<file path="src/rtl/reg_scoreboard_if.sv">
// ---------------------------------------------------------------------------
// reg_scoreboard_if
//   Bundles the decode-side issue request, the writeback report, the flush
//   strobe and the scoreboard's responses into one connection.
//
//   Decode / writeback side (master drives, slave observes):
//     issueValid       instruction presented this cycle
//     regRs, useRs     source register 1 and its read enable
//     regRt, useRt     source register 2 and its read enable
//     destReg          destination register
//     destValid        the instruction writes destReg
//     wbValid          writeback performs a register write this cycle
//     wbRegister       register written by writeback
//     flush            discard all pending-write state
//   Scoreboard side (slave drives, master observes):
//     stall            combinational issue block
//     issueAccept      combinational issueValid & ~stall & ~flush
//     busyVec          registered per-register pending flags
//     stallCount       registered stalled-issue cycle counter
// ---------------------------------------------------------------------------
interface reg_scoreboard_if;
  logic        issueValid;
  logic [4:0]  regRs;
  logic        useRs;
  logic [4:0]  regRt;
  logic        useRt;
  logic [4:0]  destReg;
  logic        destValid;
  logic        wbValid;
  logic [4:0]  wbRegister;
  logic        flush;
  logic        stall;
  logic        issueAccept;
  logic [31:0] busyVec;
  logic [31:0] stallCount;

  modport master (
    output issueValid, regRs, useRs, regRt, useRt, destReg, destValid,
    output wbValid, wbRegister, flush,
    input  stall, issueAccept, busyVec, stallCount
  );

  modport slave (
    input  issueValid, regRs, useRs, regRt, useRt, destReg, destValid,
    input  wbValid, wbRegister, flush,
    output stall, issueAccept, busyVec, stallCount
  );
endinterface

</file>
<file path="src/rtl/reg_scoreboard.sv">
// ---------------------------------------------------------------------------
// reg_scoreboard
//   Read-after-write hazard scoreboard for the decode stage. Keeps a
//   CNT_W-bit count of in-flight writes for each architectural register
//   1..31 (register 0 is never tracked), stalls issue while a source is
//   pending or the destination count is saturated, and counts stalled
//   issue cycles.
//
//   Ports:
//     clk   rising-edge clock
//     rstN  asynchronous active-low reset
//     sb    reg_scoreboard_if.slave (issue, writeback, flush, responses)
//
//   Parameter:
//     CNT_W  width of each pending-write counter (max 2^CNT_W-1 in flight)
//
//   Build option:
//     REG_SCOREBOARD_WAW_STALL_EN  when defined, any issue whose destination
//                                  is already pending stalls, so at most one
//                                  write per register is ever outstanding.
//
//   Internal state of interest: wb_underflow_q is a sticky flag for a
//   writeback to a register with no pending write; stall_events_q counts
//   RUN->HOLD transitions of the issue FSM.
// ---------------------------------------------------------------------------
module reg_scoreboard #(
  parameter int CNT_W = 2
) (
  input logic            clk,
  input logic            rstN,
  reg_scoreboard_if.slave sb
);

  typedef enum logic {RUN = 1'b0, HOLD = 1'b1} state_e;

  // Entry 0 is held at zero so register 0 reads as never pending; its flop
  // is constant and optimises away.
  logic [CNT_W-1:0] pend_q [32];
  logic [CNT_W-1:0] pend_d [32];
  logic [31:0]      busy_q,         busy_d;
  logic [31:0]      stall_count_q,  stall_count_d;
  logic [15:0]      stall_events_q, stall_events_d;
  logic             wb_underflow_q, wb_underflow_d;
  state_e           state_q,        state_d;

  logic raw_rs, raw_rt, sat, stall, issue_accept;
  logic inc, dec;

  assign raw_rs = sb.useRs && (sb.regRs != 5'd0) && (pend_q[sb.regRs] != '0);
  assign raw_rt = sb.useRt && (sb.regRt != 5'd0) && (pend_q[sb.regRt] != '0);
`ifdef REG_SCOREBOARD_WAW_STALL_EN
  assign sat = sb.destValid && (sb.destReg != 5'd0) && (pend_q[sb.destReg] != '0);
`else
  assign sat = sb.destValid && (sb.destReg != 5'd0) && (pend_q[sb.destReg] == '1);
`endif

  // No writeback bypass: a same-cycle writeback of the hazarding register
  // only lowers the count at the edge, so the stall releases a cycle later.
  assign stall        = sb.issueValid && (raw_rs || raw_rt || sat);
  assign issue_accept = sb.issueValid && !stall && !sb.flush;

  assign sb.stall       = stall;
  assign sb.issueAccept = issue_accept;
  assign sb.busyVec     = busy_q;
  assign sb.stallCount  = stall_count_q;

  // Pending-count update. Saturation stalls the issue, so an increment can
  // never wrap a full counter.
  always_comb begin
    // NOTE: every variable gets a default before any branch, so no path can
    // leave one unassigned and infer a latch.
    pend_d         = pend_q;
    busy_d         = '0;
    wb_underflow_d = wb_underflow_q;
    inc            = 1'b0;
    dec            = 1'b0;
    pend_d[0]      = '0;
    for (int r = 1; r < 32; r++) begin
      inc = issue_accept && sb.destValid && (sb.destReg == 5'(r));
      dec = sb.wbValid && (sb.wbRegister == 5'(r));
      if (sb.flush) begin
        pend_d[r] = '0;
      end else if (inc && !dec) begin
        pend_d[r] = pend_q[r] + 1'b1;
      end else if (dec && !inc) begin
        if (pend_q[r] != '0) pend_d[r] = pend_q[r] - 1'b1;
        else                 wb_underflow_d = 1'b1;
      end
      busy_d[r] = (pend_d[r] != '0);
    end
  end

  // A stalled issue in a flush cycle is discarded, not counted.
  assign stall_count_d = stall_count_q + 32'(stall && !sb.flush);

  // Issue FSM: only qualifies the stall-event statistic.
  always_comb begin
    state_d        = state_q;
    stall_events_d = stall_events_q;
    case (state_q)
      RUN: begin
        if (stall) begin
          state_d        = HOLD;
          stall_events_d = stall_events_q + 16'd1;
        end
      end
      HOLD: begin
        if (!stall || sb.flush) state_d = RUN;
      end
    endcase
  end

  // NOTE: sequential state uses non-blocking assignments only, so every flop
  // samples the pre-edge value of every other flop.
  always_ff @(posedge clk or negedge rstN) begin
    if (!rstN) begin
      // NOTE: the count array is reset explicitly: a reset mid-stall must
      // clear every pending write, which releases the stall at once.
      for (int r = 0; r < 32; r++) pend_q[r] <= '0;
      busy_q         <= '0;
      stall_count_q  <= '0;
      stall_events_q <= '0;
      wb_underflow_q <= 1'b0;
      state_q        <= RUN;
    end else begin
      pend_q         <= pend_d;
      busy_q         <= busy_d;
      stall_count_q  <= stall_count_d;
      stall_events_q <= stall_events_d;
      wb_underflow_q <= wb_underflow_d;
      state_q        <= state_d;
    end
  end

endmodule

</file>
<file path="src/flat_wrapper.sv">
// flat-port wrapper written by rule: the top's interface ports become plain ports
module reg_scoreboard_flat 
#(
  parameter int CNT_W = 2
)
  (clk, rstN, sb_issueValid, sb_regRs, sb_useRs, sb_regRt, sb_useRt, sb_destReg, sb_destValid, sb_wbValid, sb_wbRegister, sb_flush, sb_stall, sb_issueAccept, sb_busyVec, sb_stallCount);
  reg_scoreboard_if sb_i ();
  input logic clk;
  input logic rstN;
  input wire logic [$bits(sb_i.issueValid)-1:0] sb_issueValid;
  input wire logic [$bits(sb_i.regRs)-1:0] sb_regRs;
  input wire logic [$bits(sb_i.useRs)-1:0] sb_useRs;
  input wire logic [$bits(sb_i.regRt)-1:0] sb_regRt;
  input wire logic [$bits(sb_i.useRt)-1:0] sb_useRt;
  input wire logic [$bits(sb_i.destReg)-1:0] sb_destReg;
  input wire logic [$bits(sb_i.destValid)-1:0] sb_destValid;
  input wire logic [$bits(sb_i.wbValid)-1:0] sb_wbValid;
  input wire logic [$bits(sb_i.wbRegister)-1:0] sb_wbRegister;
  input wire logic [$bits(sb_i.flush)-1:0] sb_flush;
  output wire logic [$bits(sb_i.stall)-1:0] sb_stall;
  output wire logic [$bits(sb_i.issueAccept)-1:0] sb_issueAccept;
  output wire logic [$bits(sb_i.busyVec)-1:0] sb_busyVec;
  output wire logic [$bits(sb_i.stallCount)-1:0] sb_stallCount;
  assign sb_i.issueValid = sb_issueValid;
  assign sb_i.regRs = sb_regRs;
  assign sb_i.useRs = sb_useRs;
  assign sb_i.regRt = sb_regRt;
  assign sb_i.useRt = sb_useRt;
  assign sb_i.destReg = sb_destReg;
  assign sb_i.destValid = sb_destValid;
  assign sb_i.wbValid = sb_wbValid;
  assign sb_i.wbRegister = sb_wbRegister;
  assign sb_i.flush = sb_flush;
  assign sb_stall = sb_i.stall;
  assign sb_issueAccept = sb_i.issueAccept;
  assign sb_busyVec = sb_i.busyVec;
  assign sb_stallCount = sb_i.stallCount;
  reg_scoreboard #(.CNT_W(CNT_W)) u_core (.clk(clk), .rstN(rstN), .sb(sb_i));
endmodule
</file>
<file path="config.mk">
export PLATFORM = sky130hd
export DESIGN_NAME = reg_scoreboard_flat
export DESIGN_NICKNAME = d
export VERILOG_FILES = /design/src/rtl/reg_scoreboard_if.sv /design/src/rtl/reg_scoreboard.sv /design/src/flat_wrapper.sv
export SDC_FILE = /design/constraint.sdc
export NUM_CORES = 1
export LEC_CHECK = 0
export CAP_MARGIN = 20
export CORE_UTILIZATION = 50
export DETAILED_ROUTE_END_ITERATION = 10
export MAX_ROUTING_LAYER = met4
export PLACE_DENSITY = 0.68
export RECOVER_POWER = 100
export SYNTH_ARGS = -nofsm -noshare
export SYNTH_HDL_FRONTEND = slang
export SYNTH_SLANG_ARGS = --single-unit
</file>
<file path="constraint.sdc">
create_clock -name clk -period 4.5 [get_ports clk]
set_input_delay 0.45 -clock clk [delete_from_list [all_inputs] [get_ports clk]]
set_output_delay 0.45 -clock clk [all_outputs]
set_load 0.01 [all_outputs]
</file>
Word-level counts from Yosys, hierarchy flattened
Cells that the tools add are included.
Word-level totals
  flip-flop bits (word level): 125
  bits of input ports: 28
  output and inout bits: 66
  logic and storage cells: 566
Operators by class
  $add $sub $neg: 63
  order comparisons: 3
  eq/ne operators: 63
  muxes and demuxes: 133
  bitwise logic cells: 3
  reductions and logical operators: 268
Operators with widths (number)
  2-to-1 mux 2 bit: 130
  == test 5 bit, second input constant: 32
  logical AND 1 bit: 135
  nonzero test 2 bit: 64
  == test 5 x 4 -> 1 bit, second input constant: 16
  zero test 1 bit: 64
  adder 2 x 1 -> 2 bit, second input constant: 31
  subtractor 2 x 1 -> 2 bit, second input constant: 31
  == test 5 x 3 -> 1 bit, second input constant: 8
  adder 32 x 1 -> 32 bit: 1
  binary-select mux 2 bit (select 5 bit): 3
  == test 5 x 2 -> 1 bit, second input constant: 4
  greater-or-equal comparator 6 bit, second input constant: 3
  NOT 5 -> 6 bit: 3
  nonzero test 5 bit: 3
  == test 5 x 1 -> 1 bit, second input constant: 2
  == test 2 bit, second input constant: 1
  logical OR 1 bit: 2

Longest topological paths before layout
  word-level depth: 20
  depth in mapped cells: 18
  depth with buffers taken out: 15

Worst setup path before layout
No wires, ideal clock.
  kind: input-to-reg
  start point: in sb_destReg[4]
  end point: reg u_core.stall_count_q[31] (netlist: u_core.sb.stallCount[31])
  library setup time: 0.124 ns
  data arrival time: 3.863 ns
  required time: 4.376 ns
  path slack: 0.513 ns
  cell stages on the path: 16
  path through: clkbuf_2 > nor4bb_1 > a22o_1 > a41oi_2 > a2111o_2 > nand3_4 > buf_8 > nor2_2 > nor2_1 > ha_1 > nand3_1 > nor3_1 > nand2_1 > nor2_1 > nand4_1 > xnor2_1
On the way
  cells in the longest elaborated chain, start to end: 10
Ends and longest elaborated chain
  start, declared: RTL line flat_wrapper.sv:15  | input wire logic [$bits(sb_i.destReg)-1:0] sb_destReg;
  NOT 5 -> 6 bit (not written as such): RTL line reg_scoreboard.sv:54  | assign sat = sb.destValid && (sb.destReg != 5'd0) && (pend_q[sb.destReg] == '1);
  binary-select mux 2 bit (select 5 bit): RTL line reg_scoreboard.sv:54
  2-to-1 mux 2 bit (not written as such) (2 in series): RTL line reg_scoreboard.sv:54
  == test 2 bit: RTL line reg_scoreboard.sv:54
  logical AND 1 bit *: RTL line reg_scoreboard.sv:54
  logical OR 1 bit *: RTL line reg_scoreboard.sv:59  | assign stall = sb.issueValid && (raw_rs || raw_rt || sat);
  logical AND 1 bit *: RTL line reg_scoreboard.sv:59
  logical AND 1 bit *: RTL line reg_scoreboard.sv:94  | assign stall_count_d = stall_count_q + 32'(stall && !sb.flush);
  adder 32 x 1 -> 32 bit *: RTL line reg_scoreboard.sv:94
  named net u_core.stall_count_d[31]: RTL line reg_scoreboard.sv:41  | logic [31:0] stall_count_q, stall_count_d;
  end signal, assigned: RTL line reg_scoreboard.sv:128  | stall_count_q <= stall_count_d;
  end, declared: RTL line reg_scoreboard.sv:41
The timed path passes the listed nets; every way through them passes the cells marked *. The select of a mux whose other input is x is not followed.

Worst setup path after layout
  start point: in sb_destReg[0]
  end point: out sb_stall
On the way
  cells in the longest elaborated chain, start to end: 8
Ends and longest elaborated chain
  NOT 5 -> 6 bit (not written as such): RTL line reg_scoreboard.sv:54
  binary-select mux 2 bit (select 5 bit): RTL line reg_scoreboard.sv:54
  2-to-1 mux 2 bit (not written as such) (2 in series): RTL line reg_scoreboard.sv:54
  == test 2 bit: RTL line reg_scoreboard.sv:54
  logical AND 1 bit *: RTL line reg_scoreboard.sv:54
  logical OR 1 bit *: RTL line reg_scoreboard.sv:59
  logical AND 1 bit *: RTL line reg_scoreboard.sv:59
  end, declared: RTL line flat_wrapper.sv:20  | output wire logic [$bits(sb_i.stall)-1:0] sb_stall;
Every way passes the cells marked *; elsewhere a longest branch is shown, timed or not. The select of a mux whose other input is x is not followed.

==> results.txt <==
The utilization of the core after routing was 59.23%; the half-perimeter wire length after placement was 20210 um. The source-to-sink clock delay at the later pin of the worst-skew pair was 0.43 ns. Using the TritonRoute via totals, the vias-per-cell ratio works out to 6.044. Launching point of the worst reg2reg path: u_core.pend_q[24]. The initialized floorplan defines 51 standard-cell rows. Clock-pin slew was measured on the worst setup and hold paths at 0.06 ns. Global routing used 29.44% of the available tracks.

The count of input and output buffers was 92; the clock tree skew after final layout was 0.01143 ns. Clock tree root driver cell: sky130_fd_sc_hd__clkbuf_16. During I/O placement, the number of pins put on the boundary was 94. After filler insertion, the fill cell instance count of the layout stands at 1714.

For the leakage power figure, the log shows 5.049 nW. The number of cells on the worst hold path was 1; the count of state elements after synthesis was 125. Grouping stages by cell kind, the critical path spends the most delay in buffers and inverters.

Summing all multi-input logic gate instances after layout gives 6152 sq um. The tools report the timing-limited maximum frequency as 232.2 MHz. The critical path is of the in2out type.

The count of nets left with antenna violations after detail routing came out at 0. By instance count, the cell type seen most on the critical path is sky130_fd_sc_hd__buf_4. The die span in y was 143.0 um.

The setup-violating endpoint count in the final report was 0; the clock network fraction of design power was 50.5%. The setup slack of the worst register-to-register path is 0.61 ns, and the transition time at the pin with the least slew margin is 2.219 ns. Setup repair after global routing left no endpoint under its margin. The run gives 0 as the post-route DRC violation count.

For the number of setup buffers added after CTS, the log shows 0. The final hold violation count is 0. The wire length of the first global-routing pass is 44280 um, and the synthesized area per cell is 9.136 sq um. Synthesis produced 1088 cells. The final reports fail on capacitance limit, slew limit. The number of hold-repair buffers added at the cts stage was 0. The congestion estimate from routability-driven global placement came to 0.9544.

TritonCTS created 17 clock buffers. The share of total power dissipated in sequential elements is 39.0%. The net count of the mapped netlist is 1180, and the final critical path time including I/O delays and setup is 4.307 ns. For this design the total switching power over the nets is 789.9 uW. Cells with a size suffix above 1 make up 10.75% of the layout.

The H-tree was split into 4 levels. The Yosys step of the flow raised 0 warnings. The data arrival at the endpoint of the critical path came out at 3.86 ns. Measured against its own limit, the worst slew margin works out to -47.94%.

The total count of max-transition violations in the final report was 89. In this run the worst hold path is classified as reg2reg. IR analysis of the VDD net gives a maximum drop of 294.7 uV. The total detailed-routing wirelength is 27590 um. The total iterations of the first detailed-routing run is 5, and the area growth from synthesis to layout is 15.97%. The power per unit of standard cell area was 259.8 nW/um^2. The async set-reset flop share out of synthesis was 100.0%. The worst setup path is captured at a primary output. Setup TNS after final layout: 0 ns.

Measured along the x axis, the die boundary spans 143.0 um. Data on the critical path is required at its endpoint by 4.05 ns. For the total vias in the final route, the log shows 8800. Of the total power, the share spent switching nets is 26.38%. Clock tree synthesis found a total of 125 sinks.

The number of global-route vias before repair was 8301. In this run the critical register-to-register path is captured at u_core.sb.stallCount[31]. After detailed routing, the average wire length per cell comes to 18.95 um. The launching element type of the critical path was a primary input. The final-stage net count was 1271.

Measured in cells, the most critical reg-to-reg path has a length of 14. The highest cell delay on the worst timing path came out at 0.65 ns. Of all nets on the critical path, the largest fanout is 17.

The die covers 20450 sq um. After routing the design area is 11530 sq um. TritonCTS built the clock tree. The floorplan step defined a core boundary enclosing 19460 sq um.

The internal power of the cells totals 2.205 mW. For this design, the slowest cell found on the critical path is sky130_fd_sc_hd__clkdlybuf4s50_1. The startpoint identified for the worst hold timing path is u_core.sb.stallCount[31]. Traced cell by cell, the critical path runs through clkdlybuf4s50_1 > buf_4 > mux4_2 > a22o_1 > a41oi_1 > a2111o_2 > nand3_4 > buf_4 > or2_2 > and2_1 > dlygate4sd3_1. The minimum setup slack after placement is 0.04078 ns, and the final worst-path cycle share is 95.72%. Number of antenna violations at the first check in global routing: 0. The combinational share of power was 10.5%. Entering global routing, the biggest net connects 89 pins. Once placement finished, the instance area stood at 11150 sq um. Setup slack on the critical path of the routed design comes to 0.1927 ns. Starting density of the core: 51.07%. The max capacitance violation total was 1; the maximum clock insertion buffer count was 2.

The total congestion overflow is 0. Counting both buffers and inverters, the worst setup path holds a total of 4. In this run the cell area of the synthesized design comes to 9940 sq um. The total of cells resized after clock tree synthesis is 0, and the number of DRC markers after the initial detailed-route iteration is 597. The flow ran to the end, but the final reports show violations. The synthesized design contains 0 enable-type register cells. For this run, the register share of the synthesized area comes to 31.47%. For hold timing, the worst endpoint is u_core.sb.stallCount[31]. Worst setup path startpoint: sb_destReg[0].

The most used flip-flop cell after synthesis was sky130_fd_sc_hd__dfrtp_1. The repair_antennas step left the layout with diodes totalling 0. In this run, distinct cell masters in the synthesized netlist total 85.

Summing all flip-flop and latch instances after layout gives 3128 sq um.
## power groups by stage
stage                     clock, mW  combinational [mW]  sequential [mW]
after floorplan                   0               0.174             1.19
after global placement            0               0.334             1.19
after detailed placement          0               0.337             1.19
after CTS                      1.53               0.338             1.17
after global routing           1.58               0.340             1.17
final                          1.51               0.315             1.17
## registers in the layout, summed over array words and instances, names as in the netlist
| signal | cells |
|---|---|
| u_core.pend_q | 62 |
| u_core.sb.busyVec | 31 |
| u_core.sb.stallCount | 32 |
## worst register-to-register path, delay by kind of cell (launching register included)
kind | cells | cell delay [ns]
simple gates | 8 | 1.64
mux | 2 | 0.77
flops | 1 | 0.52
compound gates | 2 | 0.46
fa+ha+maj | 1 | 0.26
xor+xnor | 1 | 0.14
## synth_stat cells (4+ instances only)
cell type	n	area, sq um
sky130_fd_sc_hd__dfrtp_1	125	3128
sky130_fd_sc_hd__nand3_1	38	190.2
sky130_fd_sc_hd__nand4_1	15	93.84
sky130_fd_sc_hd__nand2_1	108	405.4
sky130_fd_sc_hd__nor3b_1	4	30.03
sky130_fd_sc_hd__nor3_2	5	50.05
sky130_fd_sc_hd__o22ai_1	6	37.54
sky130_fd_sc_hd__mux2i_1	27	270.3
sky130_fd_sc_hd__ha_1	64	800.8
sky130_fd_sc_hd__xnor2_1	55	481.7
sky130_fd_sc_hd__nand3b_1	5	37.54
sky130_fd_sc_hd__a211oi_1	49	367.9
sky130_fd_sc_hd__nand2b_1	7	43.79
sky130_fd_sc_hd__a21oi_1	41	205.2
sky130_fd_sc_hd__o21ai_0	41	205.2
sky130_fd_sc_hd__xor2_1	10	87.58
sky130_fd_sc_hd__a31oi_1	7	43.79
sky130_fd_sc_hd__mux4_2	21	473.0
sky130_fd_sc_hd__and2_1	5	31.28
sky130_fd_sc_hd__a41o_1	8	80.08
sky130_fd_sc_hd__buf_2	6	30.03
sky130_fd_sc_hd__nor4_4	9	191.4
sky130_fd_sc_hd__or4_1	4	30.03
sky130_fd_sc_hd__nor3_1	57	285.3
sky130_fd_sc_hd__nor4_1	13	81.33
sky130_fd_sc_hd__a311oi_1	6	52.55
sky130_fd_sc_hd__or2_1	4	25.02
sky130_fd_sc_hd__mux2_2	31	349.1
sky130_fd_sc_hd__o211ai_1	4	30.03
sky130_fd_sc_hd__or3_1	5	31.28
sky130_fd_sc_hd__nor2_1	122	457.9
sky130_fd_sc_hd__clkbuf_1	33	123.9
sky130_fd_sc_hd__o21bai_1	5	37.54
sky130_fd_sc_hd__o2111ai_1	4	35.03
sky130_fd_sc_hd__and3_1	19	118.9
sky130_fd_sc_hd__nor2b_1	12	75.07
sky130_fd_sc_hd__buf_6	5	56.30
sky130_fd_sc_hd__inv_1	38	142.6
## stage by stage
stage               hold WS, ns  total power [mW]  cells
floorplan                0.1544             1.367   1088
global route             0.5076             3.088   1456
finish                   0.4811             2.995   1456
global placement         0.4641             1.522   1425
detailed placement       0.4811             1.526   1425
CTS                      0.1291             3.039   1456
## final cells by class
type / instances / area share (%)
multi-input combinational: 872 / 53.37
tap: 265 / 2.876
clock inverter: 13 / 1.639
sequential: 125 / 27.14
timing repair buffer: 125 / 9.932
clock buffer: 18 / 3.810
inverter: 38 / 1.237
## cell families after synthesis
| group | share of synthesized area [%] |
|---|---|
| buffers and inverters | 4.292 |
| flip-flops | 31.47 |
| XOR/XNOR | 5.728 |
| AO/OA/AOI/OAI | 14.92 |
| other | 0.03773 |
| adder cells (fa/ha/maj) | 8.056 |
| AND/OR/NAND/NOR | 24.36 |
| multiplexers | 11.14 |
## worst max path at each step
stage | end | depth (start not counted) | slack [ns]
2_1_floorplan | u_core.sb.stallCount[31] | 16 | 0.51
3_3_place_gp | u_core.sb.stallCount[31] | 15 | 0.13
3_5_place_dp | u_core.sb.stallCount[31] | 15 | 0.04
4_1_cts | sb_issueAccept | 11 | 0.19
5_1_grt | u_core.sb.stallCount[31] | 15 | 0.05
6_report | sb_stall | 11 | 0.19
## cell usage in the layout, fill, tap and decap left out, types with 24 or more instances in the layout
cell	count
sky130_fd_sc_hd__a211oi_1	51
sky130_fd_sc_hd__a21oi_1	41
sky130_fd_sc_hd__buf_4	29
sky130_fd_sc_hd__clkdlybuf4s50_1	24
sky130_fd_sc_hd__dfrtp_1	125
sky130_fd_sc_hd__dlygate4sd3_1	66
sky130_fd_sc_hd__ha_1	64
sky130_fd_sc_hd__inv_1	38
sky130_fd_sc_hd__mux2_2	31
sky130_fd_sc_hd__mux2i_1	27
sky130_fd_sc_hd__nand2_1	108
sky130_fd_sc_hd__nand3_1	38
sky130_fd_sc_hd__nor2_1	123
sky130_fd_sc_hd__nor3_1	65
sky130_fd_sc_hd__o21ai_0	41
sky130_fd_sc_hd__xnor2_1	55
## metal layers
metal  wire (um)  share of wire, %  up-vias  global-route usage [%]
met3        1508               5.5       75                   4.795
met4        1316               4.8        0                   16.47
met2       12410                45      305                   44.18
met1       12350                45     4220                   37.81
met5           0                 0        -                       -
li1            -                 -     4200                       -
Power figures use the tool's default switching activity.
